<file path="config.mk">
export PLATFORM = sky130hd
export DESIGN_NAME = vga_sync_monitor
export DESIGN_NICKNAME = d
export VERILOG_FILES = /design/src/rtl/vga_sync_monitor.sv
export SDC_FILE = /design/constraint.sdc
export NUM_CORES = 1
export LEC_CHECK = 0
export CAP_MARGIN = 20
export CORE_MARGIN = 1.5
export CORE_UTILIZATION = 55
export CTS_BUF_LIST = sky130_fd_sc_hd__clkbuf_8
export DETAILED_ROUTE_END_ITERATION = 10
export GPL_ROUTABILITY_DRIVEN = 0
export PLACE_DENSITY_LB_ADDON = 0.15
export SLEW_MARGIN = 40
export SYNTH_ARGS = -nofsm -noshare
export SYNTH_HDL_FRONTEND = slang
export SYNTH_SLANG_ARGS = --single-unit
export TNS_END_PERCENT = 20
</file>
<file path="constraint.sdc">
create_clock -name Clk -period 5.55 [get_ports Clk]
set_input_delay 0.8325 -clock Clk [delete_from_list [all_inputs] [get_ports Clk]]
set_output_delay 0.8325 -clock Clk [all_outputs]
set_load 0.02 [all_outputs]
</file>
<file path="src/rtl/vga_sync_monitor.sv">
// Receive-side VGA timing decoder: rebuilds active-area pixel coordinates from hSync/vSync,
// checks line/frame lengths, tracks timing lock and keeps saturating error counters.
module vga_sync_monitor #(
    parameter int H_TOTAL     = 800,
    parameter int V_TOTAL     = 525,
    parameter int H_ACT_START = 144,
    parameter int H_ACT_LEN   = 640,
    parameter int V_ACT_START = 35,
    parameter int V_ACT_LEN   = 480,
    parameter int LOCK_FRAMES = 2
) (
    input  logic        Clk,
    input  logic        Reset,
    input  logic        pix_en,
    input  logic        hSync,
    input  logic        vSync,
    input  logic        bright,
    input  logic [11:0] rgb,
    output logic [9:0]  x,
    output logic [9:0]  y,
    output logic        pix_valid,
    output logic [11:0] pix_rgb,
    output logic        frame_start,
    output logic        locked,
    output logic [7:0]  h_err_cnt,
    output logic [7:0]  v_err_cnt,
    output logic [7:0]  de_err_cnt
);

    typedef enum logic [1:0] {
        SEARCH  = 2'd0,
        ACQUIRE = 2'd1,
        LOCKED  = 2'd2
    } state_t;

    localparam logic [9:0] CNT_MAX   = 10'd1023;
    localparam logic [9:0] CNT_PRE   = 10'd1022;
    localparam logic [9:0] H_LAST    = 10'(H_TOTAL - 1);
    localparam logic [9:0] V_LAST    = 10'(V_TOTAL - 1);
    localparam logic [9:0] H_ACT_BEG = 10'(H_ACT_START);
    localparam logic [9:0] H_ACT_END = 10'(H_ACT_START + H_ACT_LEN);
    localparam logic [9:0] V_ACT_BEG = 10'(V_ACT_START);
    localparam logic [9:0] V_ACT_END = 10'(V_ACT_START + V_ACT_LEN);
    localparam logic [3:0] LOCK_GOAL = 4'(LOCK_FRAMES);

    function automatic logic [7:0] satInc8(input logic [7:0] v, input logic inc);
        if (inc && (v != 8'hFF)) begin
            return v + 8'd1;
        end else begin
            return v;
        end
    endfunction

    logic       hSyncPrev_r, vSyncPrev_r;
    logic [9:0] hCount_r, vCount_r;
    state_t     state_r;
    logic [3:0] goodCnt_r;
    logic       frameErr_r;

    logic       hFall_s, vFall_s, hTimeout_s, vTimeout_s, hErr_s, vErr_s;
    logic [9:0] hCountNext_s, vCountNext_s;
    logic       active_s, pixValidNext_s, deErr_s, frameStartNext_s;
    state_t     stateNext_s;
    logic [3:0] goodNext_s;
    logic       frameErrNext_s;

    // Edge detection, position counters and line/frame length checks on the incoming sample
    always_comb begin
        hFall_s = pix_en & hSyncPrev_r & ~hSync;
        vFall_s = pix_en & vSyncPrev_r & ~vSync;

        if (!pix_en) begin
            hCountNext_s = hCount_r;
        end else if (hFall_s) begin
            hCountNext_s = 10'd0;
        end else if (hCount_r == CNT_MAX) begin
            hCountNext_s = hCount_r;
        end else begin
            hCountNext_s = hCount_r + 10'd1;
        end

        if (vFall_s) begin
            vCountNext_s = 10'd0;
        end else if (hFall_s && (vCount_r != CNT_MAX)) begin
            vCountNext_s = vCount_r + 10'd1;
        end else begin
            vCountNext_s = vCount_r;
        end

        // Timeouts fire once, on the step that lands the counter on its ceiling
        hTimeout_s = pix_en & ~hFall_s & (hCount_r == CNT_PRE);
        vTimeout_s = hFall_s & ~vFall_s & (vCount_r == CNT_PRE);

        if (state_r != SEARCH) begin
            hErr_s = (hFall_s & (hCount_r != H_LAST)) | hTimeout_s;
            vErr_s = (vFall_s & (vCount_r != V_LAST)) | vTimeout_s;
        end else begin
            hErr_s = 1'b0;
            vErr_s = 1'b0;
        end
    end

    // Lock state machine: next state, good-frame counter and per-frame error flag
    always_comb begin
        stateNext_s    = state_r;
        goodNext_s     = goodCnt_r;
        frameErrNext_s = frameErr_r | hErr_s | vErr_s;
        case (state_r)
            SEARCH: begin
                if (vFall_s) begin
                    stateNext_s    = ACQUIRE;
                    goodNext_s     = 4'd0;
                    frameErrNext_s = 1'b0;
                end else begin
                    stateNext_s = SEARCH;
                end
            end
            ACQUIRE: begin
                if (hTimeout_s || vTimeout_s) begin
                    stateNext_s = SEARCH;
                    goodNext_s  = 4'd0;
                end else if (vFall_s) begin
                    frameErrNext_s = 1'b0;
                    if (frameErr_r || hErr_s || vErr_s) begin
                        goodNext_s = 4'd0;
                    end else if ((goodCnt_r + 4'd1) >= LOCK_GOAL) begin
                        stateNext_s = LOCKED;
                        goodNext_s  = 4'd0;
                    end else begin
                        goodNext_s = goodCnt_r + 4'd1;
                    end
                end else begin
                    stateNext_s = ACQUIRE;
                end
            end
            LOCKED: begin
                if (hErr_s || vErr_s) begin
                    stateNext_s = SEARCH;
                    goodNext_s  = 4'd0;
                end else begin
                    stateNext_s = LOCKED;
                end
            end
            default: begin
                stateNext_s = SEARCH;
                goodNext_s  = 4'd0;
            end
        endcase
    end

    // Active-window decode and output strobes for the sample being taken
    always_comb begin
        active_s = (hCountNext_s >= H_ACT_BEG) && (hCountNext_s < H_ACT_END) &&
                   (vCountNext_s >= V_ACT_BEG) && (vCountNext_s < V_ACT_END);
        if (state_r == LOCKED) begin
            pixValidNext_s = pix_en & active_s & bright;
            deErr_s        = pix_en & (bright != active_s);
        end else begin
            pixValidNext_s = 1'b0;
            deErr_s        = 1'b0;
        end
        // A frame-length error on this edge drops lock, so it is not announced as a frame
        frameStartNext_s = vFall_s & (state_r == LOCKED) & (stateNext_s == LOCKED);
    end

    // State, counters and registered outputs
    always_ff @(posedge Clk) begin
        if (Reset) begin
            hSyncPrev_r <= 1'b1;
            vSyncPrev_r <= 1'b1;
            hCount_r    <= 10'd0;
            vCount_r    <= 10'd0;
            state_r     <= SEARCH;
            goodCnt_r   <= 4'd0;
            frameErr_r  <= 1'b0;
            x           <= 10'd0;
            y           <= 10'd0;
            pix_valid   <= 1'b0;
            pix_rgb     <= 12'd0;
            frame_start <= 1'b0;
            locked      <= 1'b0;
            h_err_cnt   <= 8'd0;
            v_err_cnt   <= 8'd0;
            de_err_cnt  <= 8'd0;
        end else begin
            if (pix_en) begin
                hSyncPrev_r <= hSync;
                vSyncPrev_r <= vSync;
            end
            hCount_r    <= hCountNext_s;
            vCount_r    <= vCountNext_s;
            state_r     <= stateNext_s;
            goodCnt_r   <= goodNext_s;
            frameErr_r  <= frameErrNext_s;
            pix_valid   <= pixValidNext_s;
            frame_start <= frameStartNext_s;
            locked      <= (stateNext_s == LOCKED);
            if (pixValidNext_s) begin
                x       <= hCountNext_s - H_ACT_BEG;
                y       <= vCountNext_s - V_ACT_BEG;
                pix_rgb <= rgb;
            end
            h_err_cnt  <= satInc8(h_err_cnt, hErr_s);
            v_err_cnt  <= satInc8(v_err_cnt, vErr_s);
            de_err_cnt <= satInc8(de_err_cnt, deErr_s);
        end
    end

endmodule
</file>
### After elaboration in Yosys (flattened, before gate mapping)

Cells that the tools add are included.

* output and inout port bits: 59
* word-level logic and storage cells: 108
* input bits: 18
* register bits: 88

* magnitude comparators: 5
* eq/ne operators: 16
* $add $sub $neg: 8
* reduce and logical (&&, ||, !) cells: 14
* bitwise operators: 23
* multiplexer cells: 26

Operators with widths (count)
* $mux W10: 5
* $eq A10 B10 Y1 const B: 3
* $ne A10 B10 Y1 const B: 3
* $add A8 B1 Y8 const B: 3
* $mux W4: 6
* $ne A8 B8 Y1 const B: 3
* $add A10 B1 Y10 const B: 2
* $lt A10 B10 Y1 const B: 2
* $and A1 B1 Y1: 15
* $pmux W4 S3: 1
* $ge A10 B6 Y1 const B: 1
* $ge A10 B8 Y1 const B: 1
* $mux W2: 5
* $sub A10 B6 Y10 const B: 1
* $sub A10 B8 Y10 const B: 1
* $logic_and A1 B1 Y1: 7
* $mux W1: 7
* $pmux W2 S3: 1
* $add A4 B1 Y4 const B: 1
* $eq A2 B2 Y1 const B: 2
* $ge A4 B2 Y1 const B: 1
* $logic_or A1 B1 Y1: 4
* $ne A2 B2 Y1 const B: 2
* $not A1 Y1: 4
* 8 further kinds: 11

### Logic depth before layout (Yosys ltp)

Gate-level depths: netlist (run 1).

* depth after elaboration: 15
* depth in mapped cells: 16
* depth with buffers taken out: 14

### Worst setup path after synthesis (run 1)

No wires, ideal clock.

* kind: in2reg
* from: in pix_en
* to: reg de_err_cnt[5]
* cell stages on the path: 14
* slack: 1690 ps
* arrival: 3739 ps
* buffers on the path: 2
* setup time: 121 ps
* cells stage by stage: clkbuf_1 > and3b_1 > o31a_1 > mux2i_1 > nor2_1 > ha_1 > o21bai_1 > o21ba_2 > nand4_1 > a311oi_2 > xnor2_2 > buf_6 > nor4b_2 > mux2_2

* longest elaborated chain between the ends: 12

RTL lines
* start, declared: RTL line 14 `input logic pix_en,`
* $and A1 B1 Y1 (2 in series): RTL line 69 `hFall_s = pix_en & hSyncPrev_r & ~hSync;`
* $logic_and A1 B1 Y1: RTL line 84 `end else if (hFall_s && (vCount_r != CNT_MAX)) begin`
* $mux W10: RTL line 84
* $mux W10 (*): RTL line 82 `if (vFall_s) begin`
* via vCountNext_s[1]: RTL line 61 `logic [9:0] hCountNext_s, vCountNext_s;`
* $ge A10 B6 Y1: RTL line 154 `(vCountNext_s >= V_ACT_BEG) && (vCountNext_s < V_ACT_END);`
* $logic_and A1 B1 Y1: RTL line 153 `active_s = (hCountNext_s >= H_ACT_BEG) && (hCountNext_s < H_ACT_END) &&`
* $logic_and A1 B1 Y1 (*): RTL line 154
* $ne A1 B1 Y1 (*): RTL line 157 `deErr_s = pix_en & (bright != active_s);`
* $and A1 B1 Y1 (*): RTL line 157
* $mux W1 (*): RTL line 155 `if (state_r == LOCKED) begin`
* $logic_and A1 B1 Y1 (*): RTL line 47 `if (inc && (v != 8'hFF)) begin`
* end signal, assigned: RTL line 205 `de_err_cnt <= satInc8(de_err_cnt, deErr_s);`
* end, declared: RTL line 27 `output logic [7:0] de_err_cnt`

The timed path passes the listed nets; every way through them passes the cells marked *.
A chain may end at the register's enable or synchronous reset.

### Worst setup path after layout (run 1)

* from: reg hCount_r[0]
* to: reg de_err_cnt[5]

* longest elaborated chain between the ends: 12

RTL lines
* start, declared: RTL line 55 `logic [9:0] hCount_r, vCount_r;`
* start signal, assigned: RTL line 190 `hCount_r <= hCountNext_s;`
* $add A10 B1 Y10 or $eq A10 B10 Y1 (tied branches): RTL line 79, 76
* $mux W10: RTL line 76 `end else if (hCount_r == CNT_MAX) begin`
* $mux W10: RTL line 74 `end else if (hFall_s) begin`
* $mux W10 (*): RTL line 72 `if (!pix_en) begin`
* $ge A10 B8 Y1 or $lt A10 B10 Y1 (tied branches): RTL line 153
* $logic_and A1 B1 Y1 (*) (2 in series): RTL line 153
* $logic_and A1 B1 Y1 (*): RTL line 154
* $ne A1 B1 Y1 (*): RTL line 157
* $and A1 B1 Y1 (*): RTL line 157
* $mux W1 (*): RTL line 155
* $logic_and A1 B1 Y1 (*): RTL line 47

Mark *: on every way between the ends. The rest lies on a longest branch, timed or not.

==> flow_summary.yaml, run 1 <==
setup_path:
  slowest_stage: "nor3_1"
  path_cells: "ha_1 > nand4_1 > nor3_1 > nor3_1 > o21ai_0 > ha_1 > o221ai_1 > nor3b_1 > o21ai_0 > a311oi_2 > xnor2_2 > nor4b_2 > mux2_2"
  cp_max_fo: 14
  crit_required_ns: 5.79
  critPathBufInv: 0
  max_stage_delay_ns: 0.57
  critPathTopFamily: "simple AND/OR/NAND/NOR gates"
  arrival_ns: 4.65
  path_class: "flop to flop"
  start_kind: "flop"
  r2r_slack_ns: 1.14
  critPathCaptureType: "flop"
yosys:
  synth_cells: 527
  synthesis.area_um2: 4520
  ys_top_cells_by_area: "dfxtp_1 39%, mux2i_1 7.3%, nor2_1 6.8%, ha_1 3.6%, nand2_1 2.6%"
  yosysUniqueCellTypes: 64
  synth_top_cell_area_share_pct: 39.0
  synth.area.mux_share_pct: 8.06
  synth.avg_cell_area_um2: 8.57
  ys_async_sr_fraction_pct: 0
  yosysWarnings: 0
  synth-simple-area-share_pct: 26.5
  synth_seq_cells: 88
  synth_edf_count: 0
  synthAdderAreaFrac_pct: 3.60
  synth_top_family_by_area: "simple AND/OR/NAND/NOR gates"
  yosysSeqAreaShare_pct: 39.0
  yosysTopAreaCell: "dfxtp_1"
  synth-compound-area-share_pct: 15.0
  synth_xor_area_share_pct: 3.85
  synth_nets: 558
  ys.flop_type: "dfxtp_1"
finish:
  layout.nets: 626
  syn_to_final_growth_pct: 22.6
  antennaDiodeCount: 0
  layout_common_cells: "88 x dfxtp_1, 82 x nor2_1, 75 x clkdlybuf4s50_1, 33 x mux2i_1, 31 x nand2_1"
  mostFrequentLayoutCell: "dfxtp_1"
  instances_no_fill: 702
  layout-drive-gt1-share_pct: 5.83
grt:
  grt_pass1_vias: 3977
  grt.overflow.total: 0
  antenna_found_initial: 0
  grt_pass1_wl_um: 17700
  grt_start_max_net_pins: 43
  grt_usage_pct: 24.9
timing:
  setup_viol: 0
  grt_setup_unrepaired: "false"
  final.setup.tns_ns: 0
  worst_pin_slew_ns: 0.761
  maxSlewViolCount: 0
  hold_violations: 0
  fin_crit_ns: 4.41
  skew_ns: 0.00991
  fmax_ghz: 0.227
  relSlewSlack_pct: 49.3
  fin_crit_sh_pct: 79.5
clock_network:
  cts.hold.buffers_added: 0
  htreeDepth: 3
  clock_sinks: 88
  cts_buffers: 9
  cts_resized: 0
  cts_tree: "done"
  clock_latency_ns: 0.35
  cts_buffer_depth: 2
  post_cts_buffers: 0
  clk_pin_slew_ns: 0.08
  ctsRootBufferMaster: "clkbuf_8"
place:
  numPortBuffers: 76
  dp.cells: 686
  dp_hpwl_um: 7550
floorplan:
  rows: 32
  start_util_pct: 57.6
  dieArea_um2: 8770
  die_h_um: 93.6
  coreArea_um2: 7850
  io_pins: 77
  die_w_um: 93.6
power:
  ir_drop_mv: 0.147
  p_leak_nw: 2.21
  power_mw: 1.17
  p_per_area_nw_per_um2: 212
drt:
  drtAntennaViolNets: 0
  drt_first_iter_violations: 225
  wl_per_cell_um: 15.1
  post-route-drc-count: 0
  num_vias: 4213
  routed_wl_um: 10600
  dr.pass1.iters: 4
  routed_via_density: 6.00
run:
  maxCapViolations: 0
outcome:
  status: "complete, no violations"
hold_path:
  hold_class: "flop to flop"
cell usage after synthesis (3+ instances only):
library cell  count
o311ai_0          3
ha_1             13
a31oi_1           3
nand4_1          16
a21oi_1          23
xnor2_1          10
or4_1             6
nor2_1           82
clkbuf_1         18
xor2_1            8
mux2_2            3
dfxtp_1          88
nor3_1           14
o21ai_0          19
nor4_1            3
and2_1            8
nand3_1          19
a41oi_1           3
and3_1            7
and3b_1           3
nor2b_1           3
nand2b_1          5
o211a_1           4
o31ai_1          10
or2_2             3
and4_1            8
buf_4             3
a211oi_1          3
inv_1            18
or3_1             9
nand2_1          31
o21a_1            6
mux2i_1          33
worst paths after layout:
check              start            end  cells past startpoint
max          hCount_r[0]  de_err_cnt[5]                     13
min                 y[5]           y[5]                      2
max reg2reg  hCount_r[0]  de_err_cnt[5]                     13
min reg2reg         y[5]           y[5]                      2
per-layer routing:
layer	up-vias	part of all wire [%]	global-route usage (%)
met3	31	5.9	6.42
met1	1984	41	29.4
met4	0	2.2	8.96
met5	-	0	0
met2	151	50	43.4
li1	2047	-	-
power breakdown:
group / internal [mW] / switching (mW)
registers: 0.634 / 0.00629
clock network: 0.250 / 0.217
logic: 0.0271 / 0.0384
total: 0.912 / 0.262
worst min-delay path, cell delays in order, from the launching register on:
cell and delay (ns):
dfxtp_1 0.33, mux2i_1 0.07, nor2_1 0.07
area by class of cell:
cell class / count / area [um^2]
clock buffer: 9 / 124
clock inverter: 7 / 87.6
fill: 651 / 2310
inverter: 18 / 67.6
multi-input combinational: 397 / 2580
sequential: 88 / 1760
tap: 102 / 128
timing repair buffer: 81 / 793
stage by stage:
stage	cell area, um^2	hold slack (ns)	setup WS [ns]	utilization (%)
2_1_floorplan	4520	0.457	1.69	-
3_3_place_gp	5330	0.476	0.981	67.9
3_5_place_dp	5330	0.486	0.860	67.9
4_1_cts	5540	0.505	1.21	70.6
5_1_grt	5540	0.531	0.878	70.6
6_report	5540	0.499	1.14	70.6
flip-flops by register name (all words and copies together) (netlist names):
| name | cells |
|---|---|
| de_err_cnt | 8 |
| frameErr_r | 1 |
| frame_start | 1 |
| goodCnt_r | 4 |
| hCount_r | 10 |
| hSyncPrev_r | 1 |
| h_err_cnt | 8 |
| locked | 1 |
| pix_rgb | 12 |
| pix_valid | 1 |
| state_r | 2 |
| vCount_r | 10 |
| vSyncPrev_r | 1 |
| v_err_cnt | 8 |
| x | 10 |
| y | 10 |
kinds of logic after synthesis:
kind of cell / Yosys count
xor+xnor: 19
flops: 88
mux: 36
simple gates: 230
buf+inv: 42
compound gates: 99
fa+ha+maj: 13
Note: power is estimated with default switching activity, not from simulation.
==> run 2: changes to the inputs <==
--- a/config.mk
+++ b/config.mk
@@ -7,7 +7,7 @@
 export LEC_CHECK = 0
 export CAP_MARGIN = 20
 export CORE_MARGIN = 1.5
-export CORE_UTILIZATION = 55
+export CORE_UTILIZATION = 50
 export CTS_BUF_LIST = sky130_fd_sc_hd__clkbuf_8
 export DETAILED_ROUTE_END_ITERATION = 10
 export GPL_ROUTABILITY_DRIVEN = 0
==> constraint.sdc (replaced) <==
create_clock -name Clk -period 4.02 [get_ports Clk]
set_input_delay 0.603 -clock Clk [delete_from_list [all_inputs] [get_ports Clk]]
set_output_delay 0.603 -clock Clk [all_outputs]
set_load 0.02 [all_outputs]
==> run 2 against run 1 <==
Effect of this change:
- register-to-register slack worse by 0.74 ns
- clock power is 49% higher
- combinational power is 57% higher
- first-iteration DRC count is 10% lower
- largest cell class unchanged
==> flow_summary.yaml, run 2 (synthesis gave the netlist of run 1 again) <==
power:
  p_leak_nw: 2.33
  p_per_area_nw_per_um2: 292
  ir_drop_mv: 0.157
  power_mw: 1.68
setup_path:
  critPathTopFamily: "compound AO/OA/AOI/OAI gates"
  max_stage_delay_ns: 0.47
  path_cells: "clkdlybuf4s50_1 > buf_4 > buf_4 > and4_1 > nand3_1 > o211ai_1 > inv_1 > ha_1 > o221ai_1 > nor3b_1 > o21ai_0 > a311oi_2 > xnor2_2 > nor4b_2 > mux2_2"
  critPathBufInv: 4
  cp_max_fo: 10
  slowest_stage: "clkdlybuf4s50_1"
  arrival_ns: 3.99
  path_class: "input pin to flop"
  cpMostUsedCell: "buf_4"
  start_kind: "input pin"
  crit_required_ns: 4.26
  critPathCaptureType: "flop"
timing:
  fmax_ghz: 0.266
  maxSlewViolCount: 0
  fin_crit_ns: 3.76
  fin_crit_sh_pct: 93.5
  relSlewSlack_pct: 58.3
  hold_violations: 0
  holdWs_ns: 0.500
  grt_setup_unrepaired: "false"
  setup_viol: 0
  skew_ns: 0.0112
  worst_pin_slew_ns: 0.622
  final.setup.tns_ns: 0
clock_network:
  ctsRootBufferMaster: "clkbuf_8"
  cts_buffer_depth: 2
  clk_pin_slew_ns: 0.08
  cts_buffers: 9
  post_cts_buffers: 0
  clock_sinks: 88
  cts_tree: "done"
  clock_latency_ns: 0.35
  cts_resized: 0
  cts.hold.buffers_added: 0
  htreeDepth: 3
finish:
  layout_common_cells: "88 x dfxtp_1, 82 x nor2_1, 75 x clkdlybuf4s50_1, 33 x mux2i_1, 32 x buf_4"
  syn_to_final_growth_pct: 27.5
  antennaDiodeCount: 0
  layout.nets: 653
  layout-drive-gt1-share_pct: 9.60
  mostFrequentLayoutCell: "dfxtp_1"
  instances_no_fill: 733
  finalInstanceArea_um2: 5760
  registers.top_by_ff_count: "pix_rgb"
  largest_reg_flops: 12
floorplan:
  dieArea_um2: 9620
  coreArea_um2: 8720
  start_util_pct: 51.8
  die_w_um: 98.1
  die_h_um: 98.1
  io_pins: 77
  rows: 34
grt:
  antenna_found_initial: 0
  grt_pass1_vias: 4040
  grt_start_max_net_pins: 32
  grt_usage_pct: 23.5
  grt.overflow.total: 0
  grt_pass1_wl_um: 18600
place:
  dp.cells: 719
  dpl_cell_area_um2: 5540
  dp_hpwl_um: 8170
  numPortBuffers: 76
outcome:
  status: "complete, no violations"
drt:
  routed_via_density: 5.78
  routed_wl_um: 11100
  wl_per_cell_um: 15.1
  drtAntennaViolNets: 0
  dr.pass1.iters: 5
  drt_first_iter_violations: 202
  post-route-drc-count: 0
  num_vias: 4234
run:
  maxCapViolations: 0
hold_path:
  hold_class: "flop to flop"
==> run 2: changes by cell type in the layout (fill, tap and decap cells not counted), sizes merged <==
cell,change
bufinv,+1
clkinv,-3
buf,+27
==> run 2: layout make-up <==
| type | count | area (um^2) |
|---|---|---|
| clock buffers | 9 | 124 |
| repair buffers | 108 | 996 |
| well taps | 108 | 135 |
| clock inverters | 5 | 98.8 |
| flip-flops and latches | 88 | 1760 |
| fillers | 755 | 2960 |
| multi-input cells | 397 | 2580 |
| inverters | 18 | 67.6 |
==> run 2: final timing paths <==
kind | startpoint | endpoint | slack [ns] | cells after the start
setup / recovery | pix_en | de_err_cnt[5] | 0.26 | 15
hold / removal | pix_rgb[6] | pix_rgb[6] | 0.50 | 2
setup reg to reg | vCount_r[5] | de_err_cnt[5] | 0.40 | 13
hold reg to reg | pix_rgb[6] | pix_rgb[6] | 0.50 | 2
==> run 2: layer usage <==
metal | vias up | part of all wire (%) | track usage [%] | routed length, um
met4 | 0 | 2.2 | 8.35 | 240
li1 | 2097 | - | - | -
met3 | 20 | 5.0 | 4.44 | 549
met2 | 127 | 49 | 39.8 | 5370
met1 | 1990 | 44 | 29.8 | 4900
met5 | - | 0 | 0 | 0
==> run 2: worst register-to-register path: cells and delay by family, from the launching register on <==
| kind | cells | cell delay, ns |
|---|---|---|
| compound gates | 4 | 1.29 |
| simple gates | 4 | 0.81 |
| flops | 1 | 0.47 |
| mux | 1 | 0.37 |
| xor+xnor | 2 | 0.35 |
| fa+ha+maj | 1 | 0.19 |
| buf+inv | 1 | 0.05 |
==> run 2: through the flow <==
step	util, %	setup WS [ns]
finish	66.1	0.263
global route	66.1	0.0589
CTS	66.1	0.271
detailed placement	63.5	-0.0854
global placement	63.5	0.0202
floorplan	-	0.389
==> run 2: power breakdown <==
part / internal [mW] / switching, mW / leakage [nW] / total [mW]
sequential: 0.876 / 0.00660 / 0.710 / 0.883
combinational: 0.0463 / 0.0563 / 1.51 / 0.103
clock: 0.403 / 0.292 / 0.116 / 0.695
